**config.mk**
```make
export PLATFORM = sky130hd
export DESIGN_NAME = datapath_mc
export DESIGN_NICKNAME = d
export VERILOG_FILES = /design/src/rtl/datapath_mc.sv
export SDC_FILE = /design/constraint.sdc
export NUM_CORES = 1
export LEC_CHECK = 0
export ABC_AREA = 0
export BUFFER_PORTS_ARGS = -buffer_cell sky130_fd_sc_hd__buf_2
export CAP_MARGIN = 5
export CORE_MARGIN = 10
export CORE_UTILIZATION = 59
export CTS_CLUSTER_DIAMETER = 120
export DETAILED_ROUTE_END_ITERATION = 8
export HOLD_SLACK_MARGIN = 0.02
export PLACE_DENSITY = 0.82
export SETUP_SLACK_MARGIN = 0.3
export SYNTH_ARGS = -nofsm -noshare
export SYNTH_HDL_FRONTEND = slang
export SYNTH_SLANG_ARGS = --single-unit
```
**constraint.sdc**
```tcl
create_clock -name clk -period 5.9 [get_ports clk]
set_input_delay 0.885 -clock clk [delete_from_list [all_inputs] [get_ports clk]]
set_output_delay 0.885 -clock clk [all_outputs]
set_load 0.005 [all_outputs]
```
**src/rtl/datapath_mc.sv**
```systemverilog
// Parametrised register-file datapath with 8-op ALU, 16-bit address adder and req/ack memory port.
// Define DATAPATH_MEM_TIMEOUT_EN to add the mem_ack watchdog that raises the sticky mem_err flag.
module datapath_mc #(
    parameter int DATA_W  = 8,
    parameter int NREGS   = 8,
    parameter int TIMEOUT = 15,
    localparam int AW     = 2 * DATA_W,
    localparam int RS     = $clog2(NREGS)
) (
    input  logic                    clk,
    input  logic                    rst,
    input  logic                    uop_valid,
    output logic                    uop_ready,
    input  logic [3:0]              uop_alu_op,
    input  logic [2:0]              uop_src_a,
    input  logic [2:0]              uop_src_b,
    input  logic [RS-1:0]           uop_rsel_a,
    input  logic [RS-1:0]           uop_rsel_b,
    input  logic [DATA_W-1:0]       uop_imm,
    input  logic [3:0]              uop_dest,
    input  logic                    uop_ldflg,
    input  logic [1:0]              uop_mem,
    output logic                    mem_req,
    output logic                    mem_we,
    output logic [AW-1:0]           mem_addr,
    output logic [DATA_W-1:0]       mem_wdata,
    input  logic                    mem_ack,
    input  logic [DATA_W-1:0]       mem_rdata,
    output logic [DATA_W-1:0]       ir,
    output logic [AW-1:0]           pc,
    output logic [AW-1:0]           sp,
    output logic [3:0]              flags,
    output logic [NREGS*DATA_W-1:0] reg_window,
    output logic                    mem_err
);

    typedef enum logic {IDLE, MEM} state_t;

    localparam logic [3:0] OP_ADD   = 4'd1;
    localparam logic [3:0] OP_ADC   = 4'd2;
    localparam logic [3:0] OP_SUB   = 4'd3;
    localparam logic [3:0] OP_AND   = 4'd4;
    localparam logic [3:0] OP_OR    = 4'd5;
    localparam logic [3:0] OP_XOR   = 4'd6;
    localparam logic [3:0] OP_INC16 = 4'd7;
    localparam logic [3:0] OP_DEC16 = 4'd8;
    localparam logic [3:0] OP_PAS16 = 4'd9;

    localparam logic [1:0] M_READ  = 2'd1;
    localparam logic [1:0] M_WRITE = 2'd2;
    localparam logic [1:0] M_FETCH = 2'd3;

    state_t            state;
    logic [DATA_W-1:0] regs [NREGS];
    logic [AW-1:0]     mar;
    logic [DATA_W-1:0] mdr;
    logic [1:0]        mkind;

    logic [DATA_W-1:0] opa;
    logic [DATA_W-1:0] opb;
    logic [DATA_W:0]   sum;
    logic [DATA_W-1:0] r8;
    logic [AW-1:0]     w;
    logic [AW-1:0]     r16;
    logic [DATA_W-1:0] res8;
    logic              is16;
    logic              arith;
    logic [3:0]        fnew;

    logic [AW-1:0]     pc_wb;
    logic [AW-1:0]     sp_wb;
    logic [AW-1:0]     mar_wb;
    logic [DATA_W-1:0] mdr_wb;
    logic              accept;

    function automatic logic [DATA_W-1:0] pick(
        input logic [2:0]        s,
        input logic [DATA_W-1:0] ra,
        input logic [DATA_W-1:0] rb,
        input logic [AW-1:0]     spv,
        input logic [AW-1:0]     pcv,
        input logic [DATA_W-1:0] mdrv,
        input logic [DATA_W-1:0] immv
    );
        logic [DATA_W-1:0] v;
        case (s)
            3'd0:    v = ra;
            3'd1:    v = rb;
            3'd2:    v = spv[DATA_W-1:0];
            3'd3:    v = spv[AW-1:DATA_W];
            3'd4:    v = pcv[DATA_W-1:0];
            3'd5:    v = pcv[AW-1:DATA_W];
            3'd6:    v = mdrv;
            default: v = immv;
        endcase
        return v;
    endfunction

    assign accept    = uop_valid & uop_ready;
    assign mem_wdata = mdr;

    always_comb begin
        opa = pick(uop_src_a, regs[uop_rsel_a], regs[uop_rsel_b],
                   sp, pc, mdr, uop_imm);
        opb = pick(uop_src_b, regs[uop_rsel_a], regs[uop_rsel_b],
                   sp, pc, mdr, uop_imm);
    end

    always_comb begin
        sum   = '0;
        r8    = opa;
        is16  = 1'b0;
        arith = 1'b0;
        w     = {opa, opb};
        r16   = w;
        case (uop_alu_op)
            OP_ADD: begin
                sum   = {1'b0, opa} + {1'b0, opb};
                arith = 1'b1;
            end
            OP_ADC: begin
                sum   = {1'b0, opa} + {1'b0, opb} + {{DATA_W{1'b0}}, flags[0]};
                arith = 1'b1;
            end
            OP_SUB: begin
                sum   = {1'b0, opa} - {1'b0, opb};
                arith = 1'b1;
            end
            OP_AND:   r8 = opa & opb;
            OP_OR:    r8 = opa | opb;
            OP_XOR:   r8 = opa ^ opb;
            OP_INC16: begin
                is16 = 1'b1;
                r16  = w + AW'(1);
            end
            OP_DEC16: begin
                is16 = 1'b1;
                r16  = w - AW'(1);
            end
            OP_PAS16: is16 = 1'b1;
            default:  r8 = opa;
        endcase
        if (arith) r8 = sum[DATA_W-1:0];
        if (!is16) r16 = {{DATA_W{1'b0}}, r8};
        res8 = r16[DATA_W-1:0];
        // Carry/borrow out of bit 3 recovered from the bit-4 sum and operands
        fnew = {r8 == '0,
                uop_alu_op == OP_SUB,
                arith ? (opa[4] ^ opb[4] ^ sum[4]) : (uop_alu_op == OP_AND),
                arith & sum[DATA_W]};
    end

    always_comb begin
        pc_wb  = pc;
        sp_wb  = sp;
        mar_wb = mar;
        mdr_wb = mdr;
        case (uop_dest)
            4'd2:    sp_wb[DATA_W-1:0]   = res8;
            4'd3:    sp_wb[AW-1:DATA_W]  = res8;
            4'd4:    pc_wb[DATA_W-1:0]   = res8;
            4'd5:    pc_wb[AW-1:DATA_W]  = res8;
            4'd6:    mdr_wb              = res8;
            4'd7:    mar_wb[DATA_W-1:0]  = res8;
            4'd8:    mar_wb[AW-1:DATA_W] = res8;
            4'd9:    pc_wb               = r16;
            4'd10:   sp_wb               = r16;
            4'd11:   mar_wb              = r16;
            default: ;
        endcase
    end

`ifdef DATAPATH_MEM_TIMEOUT_EN
    localparam int CW = $clog2(TIMEOUT + 1);
    logic [CW-1:0] cnt;
`else
    logic unused_timeout;
    assign unused_timeout = ^TIMEOUT;
    assign mem_err        = 1'b0;
`endif

    always_ff @(posedge clk) begin
        if (rst) begin
            state     <= IDLE;
            uop_ready <= 1'b1;
            mem_req   <= 1'b0;
            mem_we    <= 1'b0;
            mem_addr  <= '0;
            mkind     <= '0;
            pc        <= '0;
            sp        <= '0;
            mar       <= '0;
            mdr       <= '0;
            ir        <= '0;
            flags     <= '0;
            for (int i = 0; i < NREGS; i++) regs[i] <= '0;
`ifdef DATAPATH_MEM_TIMEOUT_EN
            cnt       <= '0;
            mem_err   <= 1'b0;
`endif
        end else begin
            case (state)
                IDLE: begin
                    if (accept) begin
                        pc  <= pc_wb;
                        sp  <= sp_wb;
                        mar <= mar_wb;
                        mdr <= mdr_wb;
                        if (uop_dest == 4'd1) regs[uop_rsel_a] <= res8;
                        if (uop_ldflg && !is16) flags <= fnew;
                        if (uop_mem != 2'd0) begin
                            state     <= MEM;
                            uop_ready <= 1'b0;
                            mem_req   <= 1'b1;
                            mem_we    <= uop_mem == M_WRITE;
                            mem_addr  <= (uop_mem == M_FETCH) ? pc_wb : mar_wb;
                            mkind     <= uop_mem;
`ifdef DATAPATH_MEM_TIMEOUT_EN
                            cnt       <= '0;
`endif
                        end
                    end
                end
                MEM: begin
                    if (mem_ack) begin
                        state     <= IDLE;
                        uop_ready <= 1'b1;
                        mem_req   <= 1'b0;
                        mem_we    <= 1'b0;
                        if (mkind == M_READ) mdr <= mem_rdata;
                        if (mkind == M_FETCH) begin
                            ir <= mem_rdata;
                            pc <= pc + AW'(1);
                        end
`ifdef DATAPATH_MEM_TIMEOUT_EN
                    end else if (cnt == CW'(TIMEOUT - 1)) begin
                        state     <= IDLE;
                        uop_ready <= 1'b1;
                        mem_req   <= 1'b0;
                        mem_we    <= 1'b0;
                        mem_err   <= 1'b1;
                    end else begin
                        cnt <= cnt + CW'(1);
`endif
                    end
                end
                default: state <= IDLE;
            endcase
        end
    end

    for (genvar g = 0; g < NREGS; g++) begin : g_win
        assign reg_window[g*DATA_W +: DATA_W] = regs[g];
    end

endmodule

```
==> results.yml, run 1 <==
outcome:
  status: "finished clean"
synthesis:
  async_flop_share_pct: 0
  syn_nets: 1496
  syn_area_um2: 11600
  ys.flop_type: "dfxtp_1"
  synth_common_cells: "218 x nor2_1, 139 x nand2_1, 107 x a21oi_1"
  synth_cell_type_count: 86
  synth_edf_count: 64
  yosys_warnings: 0
  synth_area_leaders: "edfxtp_1 17%, dfxtp_1 15%, nor2_1 7.0%"
  synth_most_common_cell: "nor2_1"
  synth_top_area_cell: "edfxtp_1"
  syn_area_per_cell_um2: 8.26
  seq_area_frac_synth_pct: 32.0
  synthCells: 1409
  yosysTopAreaCellShare_pct: 16.5
  ys_ff_latch: 154
worst_setup_path:
  cp_top_family: "compound AO/OA/AOI/OAI gates"
  path_max_fanout: 9
  cp_cell_sequence: "buf_2, mux4_2, mux2i_1, a2111oi_0, o31a_1, ha_1, buf_4, xnor2_1, and3_1, nor3b_1, nand4_1, xor2_1, a221o_1, o221ai_4, buf_12, o21ai_2, a222oi_1, nor2_1"
  slowest_delay_ns: 0.55
  path_buf_inv: 3
  reg2reg_from: "regs[7][0]"
  worst-path-stages: 18
  cp-start-kind: "input pin"
  critPathKind: "input pin to flop"
  setup.worst_path.end_class: "flop"
  crit_required_ns: 6.19
  reg2reg_to: "pc[14]"
  cpMaxStageDelayCell: "mux4_2"
  rr_worst_depth: 20
  worst_ep_arrival_time_ns: 5.64
  r2r_slack_ns: 0.67
die:
  die_w_um: 160
  rows: 51
  die_area_um2: 25800
  start_util_pct: 59.8
  die_h_um: 160
  core_um2: 19500
  io_pins: 179
sta:
  fin_ws_ns: 0.550
  period_needed_ns: 5.35
  finalHoldViolations: 0
  rsz0062_at_grt: "no"
  report.final.slew_viol_count: 0
  worst_pin_slew_ns: 0.892
  setup_tns_ns: 0
  setup_viol: 0
  max-slew-margin-rel_pct: 40.3
  max_clock_freq_ghz: 0.187
  finalCritPeriodShare_pct: 90.7
  finClkSkew_ns: 0.0123
detailed_routing:
  via_per_inst: 6.78
  top_layer: "met4"
  met1Wirelength_mm: 16.0
  vias: 12500
  drc_errors: 0
  drt_iter0_markers: 1760
  routedWlPerCell_um: 23.8
  drtAntennaViolNets: 0
  first_pass_iters: 7
  met3_length_mm: 5.54
  dr_wl_met2_mm: 20.4
  drt_wl_total_mm: 44.1
worst_hold_path:
  min_path_cells: 2
  hp-start: "mem_addr[1]"
  worstHoldEndpoint: "mem_addr[1]"
  hp-class: "flop to flop"
place:
  io_buffers: 177
  post_dp_cell_area_um2: 12900
  place.gp.congestion: 1.01
  place_ws_ns: 0.130
  dpl.hpwl_mm: 32.9
finish:
  nFillCells: 1575
  layout.nets: 1654
  fin_area_um2: 13500
  area_growth_pct: 16.0
  drive_gt1_share_pct: 21.2
clocking:
  cts-buffers-inserted: 17
  clk_pin_slew_ns: 0.07
  cts.sinks: 154
  ctsHoldBuffers: 0
  cts_root_buf: "clkbuf_16"
  clockBufferDepth: 2
  tritoncts: "yes"
  worstSkewPairLatency_ns: 0.44
  cts_max_level: 4
power_and_ir_drop:
  vdd_drop_max_mv: 0.200
  p_per_area_nw_per_um2: 236
  leakagePower_nw: 5.63
global_route:
  overflow: 0
  grt_pass1_wl_mm: 67.2
  grt_pass1_vias: 11900
  grt_use_total_pct: 32.5
  antenna_found_initial: 4
  grt_max_degree: 73
flow_run:
  drv_cap: 0
==> how the worst max path moves through the flow <==
stage                   from     end  slack [ns]
2_1_floorplan  uop_rsel_a[1]  mar[7]        0.58
3_3_place_gp    uop_src_b[1]   pc[7]        0.17
3_5_place_dp   uop_rsel_b[0]   pc[7]        0.13
4_1_cts        uop_rsel_b[0]   pc[7]        0.49
5_1_grt        uop_rsel_b[0]   pc[7]        0.35
6_report       uop_rsel_b[0]   pc[7]        0.55
==> per-stage QoR <==
step	total power [mW]	hold slack [ns]	util [%]	cells
CTS	3.14	0.452	69.2	1843
global placement	2.03	0.438	66.2	1811
global route	3.28	0.475	69.4	1849
floorplan	1.74	0.448	-	1409
finish	3.18	0.451	69.4	1850
detailed placement	2.04	0.444	66.2	1811
==> final cells by class <==
class	count	area, um^2	area share (%)
Sequential cell	154	3720	27.6
Antenna cell	5	12.5	0.0926
Tap cell	265	332	2.45
Timing Repair Buffer	234	1340	9.93
Clock buffer	18	439	3.25
Inverter	46	173	1.28
Multi-Input combinational cell	1114	7340	54.4
Clock inverter	14	144	1.07
==> tightest hold or removal path, delay by kind of cell (launching register included) <==
kind	cells	cell delay, ns
compound gates	1	0.05
flops	1	0.31
simple gates	1	0.05
==> registers in the layout, summed over array words and instances, names as in the netlist <==
| name | cells |
|---|---|
| mar | 16 |
| regs | 64 |
| ir | 8 |
| mem_req | 1 |
| uop_ready | 1 |
| state | 1 |
| mem_addr | 16 |
| mkind | 2 |
| flags | 4 |
| sp | 16 |
| pc | 16 |
| mem_we | 1 |
| mem_wdata | 8 |
==> cells by family after synthesis <==
kind of cell	synth area share, %
AO/OA/AOI/OAI	24.3
XOR/XNOR	1.73
adder cells (fa/ha/maj)	4.92
buffers and inverters	5.03
flip-flops	32.0
multiplexers	10.2
other	0.0322
AND/OR/NAND/NOR	21.8
==> per-layer routing <==
metal | up-vias | global-route usage (%)
met5 | - | 0
met4 | 0 | 16.0
met1 | 5823 | 40.5
met3 | 184 | 7.90
met2 | 996 | 51.9
li1 | 5537 | -
==> report_power, final <==
part | internal, mW | switching [mW]
Combinational | 0.324 | 0.552
Clock | 0.579 | 0.539
Sequential | 1.15 | 0.0428
==> placed cells by master (no fill, tap or decap), types with 8 or more instances in the layout <==
master     count
or3_1         12
buf_2        176
o21ai_1        9
mux4_2        28
a211oi_1      20
a222oi_1       8
nand2_1      139
a221o_1        9
dfxtp_1       90
ha_1          41
nor2b_1       14
inv_1         41
a21oi_1      107
clkbuf_16     17
and2_1         9
o211ai_1      20
a221oi_1      10
nand2b_1      34
a31oi_1       11
o21ai_0       77
nand4_1        9
mux2_2        16
nor2_1       218
o221ai_1      16
a21o_1        18
and3_1         8
a22oi_1       12
xor2_1         9
nor3b_1       16
nor3_1        37
buf_4         56
xnor2_1       14
nand3_1       26
mux2i_1       38
nand3b_1      10
o22ai_1       11
edfxtp_1      64
==> what timing repair did <==
action / in CTS / in global routing
endpoints found under the setup margin: 0 / 14
gates resized for setup: 0 / 1
setup buffers: 0 / 2
Power figures use the tool's default switching activity.
==> inputs of run 2 (changes only) <==
Settings changed: PLACE_DENSITY 0.82 to 0.81.
==> results.yml, run 2 (synthesis gave the netlist of run 1 again) <==
finish:
  drive_gt1_share_pct: 21.2
  area_growth_pct: 15.9
  regMostFlops: "regs"
  largest_reg_flops: 64
  layout_common_cells: "218 x nor2_1, 175 x buf_2, 139 x nand2_1"
  fin_area_um2: 13500
  layout.nets: 1652
  final_common_cell: "nor2_1"
  nFillCells: 1653
clocking:
  cts.sinks: 154
  clockBufferDepth: 2
  cts_max_level: 4
  cts-buffers-inserted: 17
  tritoncts: "yes"
  cts_root_buf: "clkbuf_16"
  worstSkewPairLatency_ns: 0.44
  clk_pin_slew_ns: 0.07
sta:
  fin_ws_ns: 0.578
  report.final.slew_viol_count: 0
  period_needed_ns: 5.32
  max_clock_freq_ghz: 0.188
  finClkSkew_ns: 0.0129
  max-slew-margin-rel_pct: 44.4
  worst_pin_slew_ns: 0.822
  rsz0062_at_grt: "no"
  setup_tns_ns: 0
  finalHoldViolations: 0
  setup_viol: 0
  finalCritPeriodShare_pct: 90.2
detailed_routing:
  drtAntennaViolNets: 0
  via_per_inst: 6.74
  vias: 12400
  routedWlPerCell_um: 23.8
  first_pass_iters: 7
  drt_wl_total_mm: 44.0
  drt_iter0_markers: 1699
  drc_errors: 0
place:
  place_ws_ns: 0.0696
  post_dp_cell_area_um2: 12900
  place.gp.congestion: 1.01
  dpl.hpwl_mm: 33.0
  io_buffers: 177
outcome:
  status: "finished clean"
flow_run:
  drv_cap: 0
worst_setup_path:
  critPathKind: "input pin to flop"
  worst_ep_arrival_time_ns: 5.62
  crit_required_ns: 6.20
  cp-start-kind: "input pin"
  slowest_delay_ns: 0.55
  cpMaxStageDelayCell: "mux4_2"
  path_max_fanout: 9
  setup.worst_path.end_class: "flop"
  cp_cell_sequence: "buf_2, mux4_2, nand2_1, nand2_1, mux4_2, o21bai_2, inv_1, ha_1, and3_1, a2111oi_1, buf_4, xnor2_1, nand4_1, xor2_1, a221o_1, o221ai_4, buf_12, o21ai_2, a222oi_1, nor2_1"
die:
  rows: 51
  io_pins: 179
  die_area_um2: 25800
  core_um2: 19500
  die_h_um: 160
  start_util_pct: 59.8
  die_w_um: 160
global_route:
  grt_pass1_wl_mm: 67.5
  grt_use_total_pct: 32.7
  grt_pass1_vias: 11900
  overflow: 0
  antenna_found_initial: 3
  grt_max_degree: 62
power_and_ir_drop:
  leakagePower_nw: 5.62
  vdd_drop_max_mv: 0.208
  p_per_area_nw_per_um2: 236
worst_hold_path:
  hp-class: "flop to flop"
run 2: final cells by class:
class / count / area (um^2) / share of cell area (%)
clock buffers: 18 / 439 / 3.25
well taps: 265 / 332 / 2.46
inverters: 46 / 176 / 1.31
repair buffers: 232 / 1320 / 9.75
flip-flops and latches: 154 / 3720 / 27.6
diodes: 3 / 7.51 / 0.0556
clock inverters: 14 / 144 / 1.07
multi-input cells: 1114 / 7360 / 54.5
run 2: worst max-delay path, delay by kind of cell:
kind	cells	cell delay, ns
muxes	2	1.02
buffers and inverters	4	0.73
and+or+nand+nor	5	0.61
xor gates and xnor gates	2	0.31
AOI/OAI and AO/OA	6	1.61
adders and majority gates	1	0.42
run 2: path summary, 6_finish.rpt:
path / depth (start not counted) / from / to / slack [ns]
min reg2reg: 2 / ir[1] / ir[1] / 0.46
max reg2reg: 19 / regs[0][4] / pc[7] / 0.92
min: 2 / ir[1] / ir[1] / 0.46
max: 20 / uop_rsel_b[0] / pc[7] / 0.58
run 2: routing by layer:
layer | up-vias | track usage, % | share of wire (%)
met1 | 5838 | 41.5 | 36
met4 | 0 | 11.9 | 3.9
met3 | 156 | 8.72 | 13
met2 | 915 | 52.5 | 47
li1 | 5539 | - | -
met5 | - | 0 | 0
run 2: metrics by stage:
stage,total power [mW],hold WS (ns),std cells,util [%]
global route,3.28,0.474,1846,69.3
CTS,3.15,0.455,1841,69.0
finish,3.19,0.457,1846,69.3
detailed placement,2.04,0.445,1809,66.0
floorplan,1.74,0.448,1409,-
global placement,2.03,0.438,1809,66.0
run 2: where the power goes:
group | total (mW) | internal (mW) | switching [mW]
registers | 1.19 | 1.15 | 0.0432
clock network | 1.12 | 0.581 | 0.543
logic | 0.874 | 0.325 | 0.550
total | 3.19 | 2.05 | 1.14
run 2: repair_timing:
action                     4_1_cts  5_1_grt
setup endpoints to repair        0       16
resized for setup                0        5
hold endpoints to repair         0        0
hold buffers                     0        0
setup buffers                    0        2
==> inputs of run 3 (changes only) <==
Settings changed: BUFFER_PORTS_ARGS -buffer_cell sky130_fd_sc_hd__buf_2 to -buffer_cell sky130_fd_sc_hd__clkbuf_2, CTS_CLUSTER_SIZE set to 10, RECOVER_POWER set to 25.
==> results.yml, run 3 (synthesis gave the netlist of run 1 again) <==
outcome:
  status: "complete, but fails checks"
  violations: "max-capacitance violations, max-slew violations"
sta:
  setup_viol: 0
  finClkSkew_ns: 0.0242
  report.final.slew_viol_count: 69
  finalHoldViolations: 0
  max-slew-margin-rel_pct: -99.5
  setup_tns_ns: 0
  worst_pin_slew_ns: 2.99
  rsz0062_at_grt: "yes"
  max_clock_freq_ghz: 0.178
  period_needed_ns: 5.63
  finalCritPeriodShare_pct: 95.4
detailed_routing:
  drtAntennaViolNets: 0
  first_pass_iters: 9
  routedWlPerCell_um: 24.4
  drt_wl_total_mm: 45.3
  drc_errors: 0
  via_per_inst: 6.75
  vias: 12500
  drt_iter0_markers: 1862
clocking:
  cts_max_level: 4
  cts-buffers-inserted: 17
  tritoncts: "yes"
  cts.sinks: 154
  clk_pin_slew_ns: 0.08
  clockBufferDepth: 2
  worstSkewPairLatency_ns: 0.45
  cts_root_buf: "clkbuf_16"
worst_setup_path:
  worst-path-stages: 19
  cp_top_family: "compound AO/OA/AOI/OAI gates"
  rr_worst_depth: 18
  path_max_fanout: 9
  crit_required_ns: 6.10
  r2r_slack_ns: 0.71
  cp_cell_sequence: "clkbuf_2, clkinv_1, mux4_2, a211oi_1, a311oi_1, a21oi_1, ha_1, and3_1, a2111oi_1, buf_4, xnor2_1, nand4_1, xor2_1, a221o_1, o221ai_4, buf_12, o21ai_2, a222oi_1, nor2_1"
  reg2reg_from: "regs[6][2]"
  cp-start-kind: "input pin"
  reg2reg_to: "pc[7]"
  setup.worst_path.end_class: "flop"
  cpMaxStageDelayCell: "mux4_2"
  critPathKind: "input pin to flop"
  path_buf_inv: 4
  worst_ep_arrival_time_ns: 5.83
  slowest_delay_ns: 0.59
global_route:
  grt_pass1_wl_mm: 69.3
  grt_pass1_vias: 11900
  grt_use_total_pct: 33.8
  grt_max_degree: 69
  antenna_found_initial: 1
  overflow: 0
power_and_ir_drop:
  power_frac_comb_pct: 27.5
  switching_power_mw: 1.18
  seq_power_share_pct: 36.8
  p_per_area_nw_per_um2: 240
  vdd_drop_max_mv: 0.165
  clockPowerShare_pct: 35.7
  sw_frac_of_total_pct: 36.5
  intPower_mw: 2.05
  leakagePower_nw: 5.38
finish:
  nFillCells: 1650
  fin_area_um2: 13500
  regMostFlops: "regs"
  seqCellArea_um2: 3720
  area_growth_pct: 15.8
  multi_input_area_um2: 7350
  layout_common_cells: "218 x nor2_1, 139 x nand2_1, 107 x a21oi_1"
  layout.nets: 1666
  final_common_cell: "nor2_1"
  drive_gt1_share_pct: 17.0
  largest_reg_flops: 64
die:
  io_pins: 179
  rows: 51
  die_w_um: 160
  die_h_um: 160
  start_util_pct: 59.8
  core_um2: 19500
  die_area_um2: 25800
worst_hold_path:
  min_path_cells: 2
  worstHoldEndpoint: "flags[3]"
  hp-start: "flags[3]"
  hp-class: "flop to flop"
place:
  place.gp.congestion: 1.03
  dpl.hpwl_mm: 33.9
  post_dp_cell_area_um2: 13000
  io_buffers: 177
flow_run:
  drv_cap: 1
run 3: cell types whose count changed in the layout (fill, tap and decap cells not counted), sizes merged:
| cell | change |
|---|---|
| clkinv | +3 |
| diode | -2 |
| inv | -2 |
| clkbuf | +175 |
| clkinvlp | -1 |
| buf | -161 |
run 3: how the worst max path moves through the flow:
stage                              from  endpoint  slack [ns]
after floorplan           uop_rsel_a[1]    mar[7]        0.58
after global placement    uop_rsel_b[1]     sp[7]        0.17
after detailed placement  uop_rsel_b[0]     pc[7]        0.04
after CTS                 uop_rsel_a[1]     pc[7]        0.40
after global routing      uop_rsel_a[1]     pc[7]        0.12
final                     uop_rsel_a[1]     pc[7]        0.27
run 3: cell type report:
class                   count  share of cell area, %
repair buffers            246                   9.79
inverters                  46                   1.28
multi-input cells        1114                   54.5
clock inverters            14                   1.09
diodes                      1                 0.0186
well taps                 265                   2.46
flip-flops and latches    154                   27.6
clock buffers              18                   3.26
run 3: metrics by stage:
| stage | cells | setup slack, ns | hold slack [ns] | total power, mW | util [%] |
|---|---|---|---|---|---|
| 2_1_floorplan | 1409 | 0.575 | 0.448 | 1.74 | - |
| 3_3_place_gp | 1823 | 0.171 | 0.439 | 2.05 | 66.6 |
| 3_5_place_dp | 1823 | 0.0443 | 0.446 | 2.06 | 66.6 |
| 4_1_cts | 1855 | 0.403 | 0.455 | 3.18 | 69.6 |
| 5_1_grt | 1858 | 0.118 | 0.473 | 3.33 | 69.3 |
| 6_report | 1858 | 0.274 | 0.454 | 3.23 | 69.3 |
run 3: timing repair:
item                                    CTS  global route
setup buffers                             0             2
resized for setup                         0             2
hold buffers                              0             0
endpoints found under the setup margin    0            19
run 3: per-layer routing:
| metal | part of all wire, % | vias up | global-route usage, % |
|---|---|---|---|
| met5 | 0 | - | 0 |
| met1 | 39 | 5877 | 43.8 |
| met3 | 12 | 163 | 8.41 |
| li1 | - | 5554 | - |
| met2 | 45 | 947 | 52.3 |
| met4 | 4.3 | 0 | 15.2 |
run 3: worst register-to-register path: cells and delay by family, from the launching register on:
kind	cells	cell delay [ns]
XOR/XNOR	2	0.34
AO/OA/AOI/OAI	6	1.55
buffers and inverters	2	0.37
multiplexers	3	1.26
AND/OR/NAND/NOR	4	0.55
flip-flops	1	0.45
adder cells (fa/ha/maj)	1	0.44
run 3: power by group through the flow:
stage / Sequential [mW] / Combinational (mW) / Clock (mW)
after floorplan: 1.20 / 0.545 / 0
after global placement: 1.21 / 0.843 / 0
after detailed placement: 1.21 / 0.850 / 0
after CTS: 1.19 / 0.857 / 1.14
after global routing: 1.19 / 0.948 / 1.19
final: 1.19 / 0.889 / 1.15
